<file path="config.mk">
export PLATFORM = sky130hd
export DESIGN_NAME = overcurrent_guard
export DESIGN_NICKNAME = d
export VERILOG_FILES = /design/src/rtl/ocg_pkg.sv /design/src/rtl/ocg_averager.sv /design/src/rtl/overcurrent_guard.sv
export SDC_FILE = /design/constraint.sdc
export NUM_CORES = 1
export LEC_CHECK = 0
export BUFFER_PORTS_ARGS = -buffer_cell sky130_fd_sc_hd__buf_2
export CELL_PAD_IN_SITES_DETAIL_PLACEMENT = 0
export CELL_PAD_IN_SITES_GLOBAL_PLACEMENT = 1
export CORE_ASPECT_RATIO = 0.7
export CORE_UTILIZATION = 46
export CTS_BUF_LIST = sky130_fd_sc_hd__clkbuf_8 sky130_fd_sc_hd__clkbuf_16
export CTS_CLUSTER_SIZE = 25
export DETAILED_ROUTE_END_ITERATION = 6
export PLACE_DENSITY = 0.92
export RECOVER_POWER = 50
export SYNTH_ARGS = -nofsm -noshare
export SYNTH_HDL_FRONTEND = slang
export SYNTH_SLANG_ARGS = --single-unit
</file>
<file path="constraint.sdc">
create_clock -name clk -period 6.7 [get_ports clk]
set_input_delay 1.34 -clock clk [delete_from_list [all_inputs] [get_ports clk]]
set_output_delay 1.34 -clock clk [all_outputs]
set_load 0.02 [all_outputs]
</file>
<file path="src/rtl/ocg_pkg.sv">
`default_nettype none
// ============================================================================
// Module   : ocg_pkg
// Purpose  : Shared types and constants for the overcurrent guard.
// Revision : 1.0  initial release
// ============================================================================
package ocg_pkg;

  // Default sample / average width.
  localparam int DATA_W_DEF = 12;

  // trip_count width; a 3-bit counter saturates at 7.
  localparam int TRIP_CNT_W = 3;

  // Fault FSM states.
  typedef enum logic [1:0] {
    ST_RUN  = 2'd0,
    ST_TRIP = 2'd1,
    ST_COOL = 2'd2,
    ST_LOCK = 2'd3
  } ocg_state_e;

endpackage : ocg_pkg
`default_nettype wire

</file>
<file path="src/rtl/ocg_averager.sv">
`default_nettype none
// ============================================================================
// Module   : ocg_averager
// Purpose  : Block averager. Sums 2^AVG_LOG2 valid samples and publishes the
//            truncated mean with a one-cycle valid strobe.
// Revision : 1.0  initial release
// ============================================================================
module ocg_averager
  import ocg_pkg::*;
#(
  parameter int DATA_W   = DATA_W_DEF,
  parameter int AVG_LOG2 = 3
) (
  input  logic              clk,
  input  logic              reset,
  input  logic [DATA_W-1:0] sample,
  input  logic              sample_valid,
  output logic [DATA_W-1:0] avg_current,
  output logic              avg_valid
);

  // Wide enough to hold a full block of maximum samples.
  localparam int ACC_W = DATA_W + AVG_LOG2;

  logic [ACC_W-1:0]    r_acc;
  logic [AVG_LOG2-1:0] r_cnt;
  logic [ACC_W-1:0]    w_sum;
  logic                w_last;

  // Running sum including the sample arriving this cycle.
  assign w_sum  = r_acc + {{AVG_LOG2{1'b0}}, sample};
  assign w_last = (r_cnt == '1);

  // Accumulate; on the last sample of a block publish the mean and restart at 0.
  always_ff @(posedge clk) begin
    if (!reset) begin
      r_acc       <= '0;
      r_cnt       <= '0;
      avg_current <= '0;
      avg_valid   <= 1'b0;
    end else begin
      avg_valid <= 1'b0;
      if (sample_valid) begin
        r_cnt <= r_cnt + 1'b1;
        if (w_last) begin
          r_acc       <= '0;
          avg_current <= DATA_W'(w_sum >> AVG_LOG2);
          avg_valid   <= 1'b1;
        end else begin
          r_acc <= w_sum;
        end
      end
    end
  end

endmodule : ocg_averager
`default_nettype wire

</file>
<file path="src/rtl/overcurrent_guard.sv">
`default_nettype none
// ============================================================================
// Module   : overcurrent_guard
// Purpose  : Averages current-sensor samples and gates the motor enable with a
//            trip / cooldown / lockout fault FSM.
//            Optional macro OCG_PEAK_HOLD_EN adds a peak_current output.
// Revision : 1.0  initial release
// ============================================================================
module overcurrent_guard
  import ocg_pkg::*;
#(
  parameter int DATA_W      = DATA_W_DEF,
  parameter int AVG_LOG2    = 3,
  parameter int TRIP_LEVEL  = 3000,
  parameter int CLEAR_LEVEL = 2500,
  parameter int COOL_CYCLES = 100000000,
  parameter int MAX_TRIPS   = 3
) (
  input  logic                  clk,
  input  logic                  reset,
  input  logic [DATA_W-1:0]     sample,
  input  logic                  sample_valid,
  input  logic                  clear_fault,
  output logic                  motor_en,
  output logic                  fault,
  output logic                  lockout,
  output logic [DATA_W-1:0]     avg_current,
  output logic                  avg_valid,
  output logic [TRIP_CNT_W-1:0] trip_count
`ifdef OCG_PEAK_HOLD_EN
  ,
  output logic [DATA_W-1:0]     peak_current
`endif
);

  localparam int                  CNT_W     = $clog2(COOL_CYCLES + 1);
  localparam logic [CNT_W-1:0]    COOL_LAST = CNT_W'(COOL_CYCLES - 1);
  localparam logic [DATA_W-1:0]   TRIP_LVL  = DATA_W'(TRIP_LEVEL);
  localparam logic [DATA_W-1:0]   CLEAR_LVL = DATA_W'(CLEAR_LEVEL);
  localparam logic [TRIP_CNT_W-1:0] MAX_T   = TRIP_CNT_W'(MAX_TRIPS);

  ocg_state_e       r_state;
  ocg_state_e       w_next;
  logic [CNT_W-1:0] r_quiet;
  logic [CNT_W-1:0] r_cool;
  logic             w_trip_hit;
  logic             w_motor_en_d;
  logic             w_fault_d;
  logic             w_lockout_d;

  ocg_averager #(
    .DATA_W   (DATA_W),
    .AVG_LOG2 (AVG_LOG2)
  ) u_averager (
    .clk          (clk),
    .reset        (reset),
    .sample       (sample),
    .sample_valid (sample_valid),
    .avg_current  (avg_current),
    .avg_valid    (avg_valid)
  );

  // A fresh average at or above the trip level while running.
  assign w_trip_hit = (r_state == ST_RUN) && avg_valid && (avg_current >= TRIP_LVL);

  // State register plus registered outputs decoded from the next state.
  always_ff @(posedge clk) begin
    if (!reset) begin
      r_state  <= ST_RUN;
      motor_en <= 1'b1;
      fault    <= 1'b0;
      lockout  <= 1'b0;
    end else begin
      r_state  <= w_next;
      motor_en <= w_motor_en_d;
      fault    <= w_fault_d;
      lockout  <= w_lockout_d;
    end
  end

  // Next-state selection.
  always_comb begin
    w_next = r_state;
    unique case (r_state)
      ST_RUN:  if (w_trip_hit) w_next = ST_TRIP;
      ST_TRIP: w_next = (trip_count >= MAX_T) ? ST_LOCK : ST_COOL;
      ST_COOL: if ((r_cool == '0) && (avg_current < CLEAR_LVL)) w_next = ST_RUN;
      ST_LOCK: if (clear_fault) w_next = ST_RUN;
      default: w_next = ST_RUN;
    endcase
  end

  // Output decode of the state about to be entered.
  always_comb begin
    w_motor_en_d = (w_next == ST_RUN);
    w_fault_d    = (w_next == ST_TRIP) || (w_next == ST_COOL);
    w_lockout_d  = (w_next == ST_LOCK);
  end

  // Trip count, quiet-period counter and cooldown counter.
  always_ff @(posedge clk) begin
    if (!reset) begin
      trip_count <= '0;
      r_quiet    <= '0;
      r_cool     <= '0;
    end else begin
      unique case (r_state)
        ST_RUN: begin
          if (w_trip_hit) begin
            // Trip beats a coinciding quiet expiry; count from the old value.
            trip_count <= (trip_count == '1) ? trip_count : trip_count + 1'b1;
            r_quiet    <= '0;
          end else if (r_quiet == COOL_LAST) begin
            trip_count <= '0;
            r_quiet    <= '0;
          end else begin
            r_quiet <= r_quiet + 1'b1;
          end
        end
        ST_TRIP: begin
          r_quiet <= '0;
          r_cool  <= COOL_LAST;
        end
        ST_COOL: begin
          r_quiet <= '0;
          if (r_cool == '0) begin
            r_cool <= COOL_LAST;
          end else begin
            r_cool <= r_cool - 1'b1;
          end
        end
        ST_LOCK: begin
          r_quiet <= '0;
          if (clear_fault) trip_count <= '0;
        end
        default: begin
          r_quiet <= '0;
        end
      endcase
    end
  end

`ifdef OCG_PEAK_HOLD_EN
  logic [DATA_W-1:0] r_peak;

  // Largest average since reset or the last operator re-arm.
  always_ff @(posedge clk) begin
    if (!reset) begin
      r_peak <= '0;
    end else if ((r_state == ST_LOCK) && clear_fault) begin
      r_peak <= '0;
    end else if (avg_valid && (avg_current > r_peak)) begin
      r_peak <= avg_current;
    end
  end

  // Show a new maximum in the same cycle its avg_valid strobe is high.
  assign peak_current = (avg_valid && (avg_current > r_peak)) ? avg_current : r_peak;
`endif

endmodule : overcurrent_guard
`default_nettype wire

</file>
==> results.ini <==
[finish]
multi_input_area_sq_um = 2799
area_growth_syn_to_layout_pct = 9.905
fill_cells = 930
nNetsFinal = 627
final_cell_mix = dfxtp_1, nor2_1, nand2_1, a21oi_1, xnor2_1
antenna_cells = 0
final_common_cell = dfxtp_1
seqCellArea_sq_um = 1862
drive_above_1_share_pct = 7.614

[global_route]
grt_use_total_pct = 20.97
grt_overflow = 0
antenna_found_initial = 0
grt_pass1_vias = 3778
grt_pass1_wl_microns = 18310
grt_start_max_net_pins = 37

[min_path]
hold_path.class = reg -> reg

[clocking]
cts.sinks = 93
cts_tree = done
hold_buffers = 0
cts_post_setup_buffers_inserted = 0
cts_resized = 0
numCtsBuffers = 9
clockRootBuffer = clkbuf_16
cts.htree.levels = 3
cts_buffer_depth = 2
clk_latency_ns = 0.35
cts.clk_slew.worst_paths_ns = 0.07

[setup_path]
crit_fanout = 36
cp_data_arrival_time_ns = 4.36
critPathRequiredTime_ns = 6.99
endpoint_kind = flop
worst-setup-path-type = in -> reg
cp-start-kind = input port

[floorplan]
die_w_microns = 124.7
start_util_pct = 48.58
dieHeight_microns = 87.92
dieArea_sq_um = 10970
core_sq_um = 9985
ios = 35
rows = 30

[synthesis]
syn_nets = 603
ys_warn_count = 0
synthCells = 562
syn_avg_cell_area_sq_um = 8.631
synth-seq-area-share_pct = 38.38
ys_seq_elements = 93
synth-edff-count = 0
syn_area_sq_um = 4851
synthArstFlopShare_pct = 0
ys.flop_type = dfxtp_1
post_synth_num_cell_types = 61

[drt]
post_drt_wl_per_cell_microns = 14.97
drc_errors = 6
vias = 4052
ant_nets = 0
drt-initial-drc-count = 288
vias_per_cell = 5.636
drt_wl_total_microns = 10760
first_pass_iters = 7

[power]
peakVddDrop_uv = 163.8
switching_share_pct = 38.11
power_frac_clock_pct = 27.5
power_frac_comb_pct = 32.9
power.internal_uw = 1145
seqPwrFrac_pct = 39.6
power.switching_uw = 704.7
power.density_nw_per_um2 = 346.9
p_leak_uw = 0.001997

[run_status]
violations = DRC, capacitance limit, slew limit
status = finished with violations

[sta]
holdWs_ns = 0.4647
setup_tns_ns = 0
skew_ns = 0.006746
max_freq_mhz = 246.0
slew_viol_final = 37
period_minus_slack_ns = 4.065
period_share_pct = 60.67
setup_viol = 0
worst_slew_pin_slew_ns = 1.711
finalHoldViolCount = 0
rsz0062_at_grt = no
slew_headroom_pct = -14.04

[place]
port_buffers = 34
place.gp.congestion = 0.8763
detailedPlacementHpwl_microns = 7830

[flow_run]
cap_violations = 1

[synth_stat cells, types with 11 or more instances]
cell | count | area (sq um)
o21ai_0 | 18 | 90.09
xor2_1 | 25 | 219.0
a21oi_1 | 32 | 160.2
inv_1 | 17 | 63.81
xnor2_1 | 32 | 280.3
nor3_1 | 15 | 75.07
ha_1 | 24 | 300.3
clkbuf_1 | 15 | 56.30
nor2_1 | 88 | 330.3
nand3_1 | 27 | 135.1
a211oi_1 | 11 | 82.58
dfxtp_1 | 93 | 1862
nand2_1 | 33 | 123.9
[layout make-up]
class,count,share of cell area (%)
Clock buffer,9,4.224
Clock inverter,7,1.361
Inverter,17,1.197
Multi-Input combinational cell,430,52.50
Sequential cell,93,34.92
Tap cell,128,3.004
Timing Repair Buffer,35,2.793
[state kept, by name, indices dropped and copies added (netlist names)]
register,flops
r_state,2
u_averager.avg_valid,1
u_averager.avg_current,12
r_cool,27
motor_en,1
r_quiet,27
trip_count,3
lockout,1
u_averager.r_cnt,3
u_averager.r_acc,15
fault,1
[worst max-delay path, stage by stage]
cell	delay [ns]
clkbuf_1	1.04
inv_1	0.26
clkbuf_1	0.74
or4_1	0.67
mux2i_1	0.16
a31o_2	0.12
[cells by family (layout without fill, tap and decap cells)]
group | count (synthesis) | after routing | synth area share [%]
AOI/OAI and AO/OA | 105 | 105 | 14.52
xor gates and xnor gates | 57 | 57 | 10.29
adders and majority gates | 25 | 25 | 6.603
buffers and inverters | 39 | 68 | 3.379
DFF | 93 | 93 | 38.38
muxes | 6 | 6 | 1.238
and+or+nand+nor | 237 | 237 | 25.59
[metrics by stage]
step                cell area (sq um)  total power (uW)  utilization, %  instances  setup WS [ns]
floorplan                        4851              1245               -        562          3.369
global placement                 5089              1337           50.96        703          2.965
detailed placement               5089              1365           50.96        703          2.954
CTS                              5386              1877           53.95        719          3.323
global route                     5331              1968           53.40        719          2.289
finish                           5331              1849           53.40        719          2.635
[layer usage]
layer | up-vias | share of wire [%] | track usage (%)
met3 | 10 | 6.1 | 6.292
met1 | 1905 | 53 | 29.28
met4 | 0 | 0.76 | 4.826
met2 | 99 | 41 | 31.87
li1 | 2038 | - | -
met5 | - | 0 | 0
[power groups by stage]
stage / Sequential, uW / Combinational, uW / Clock, uW
2_1_floorplan: 721 / 525 / 0
3_3_place_gp: 734 / 603 / 0
3_5_place_dp: 742 / 623 / 0
4_1_cts: 730 / 629 / 518
6_report: 732 / 609 / 508
5_1_grt: 745 / 679 / 544
[worst paths after layout]
path                            startpoint                   end  slack (ns)  cells after the start
worst min-delay path            r_quiet[0]            r_quiet[0]        0.46                      1
worst max register to register  r_cool[16]            r_cool[11]        2.75                      6
worst min register to register  r_quiet[0]            r_quiet[0]        0.46                      1
worst max-delay path                 reset  u_averager.r_acc[11]        2.63                      6
(Power assumes the default switching activity.)
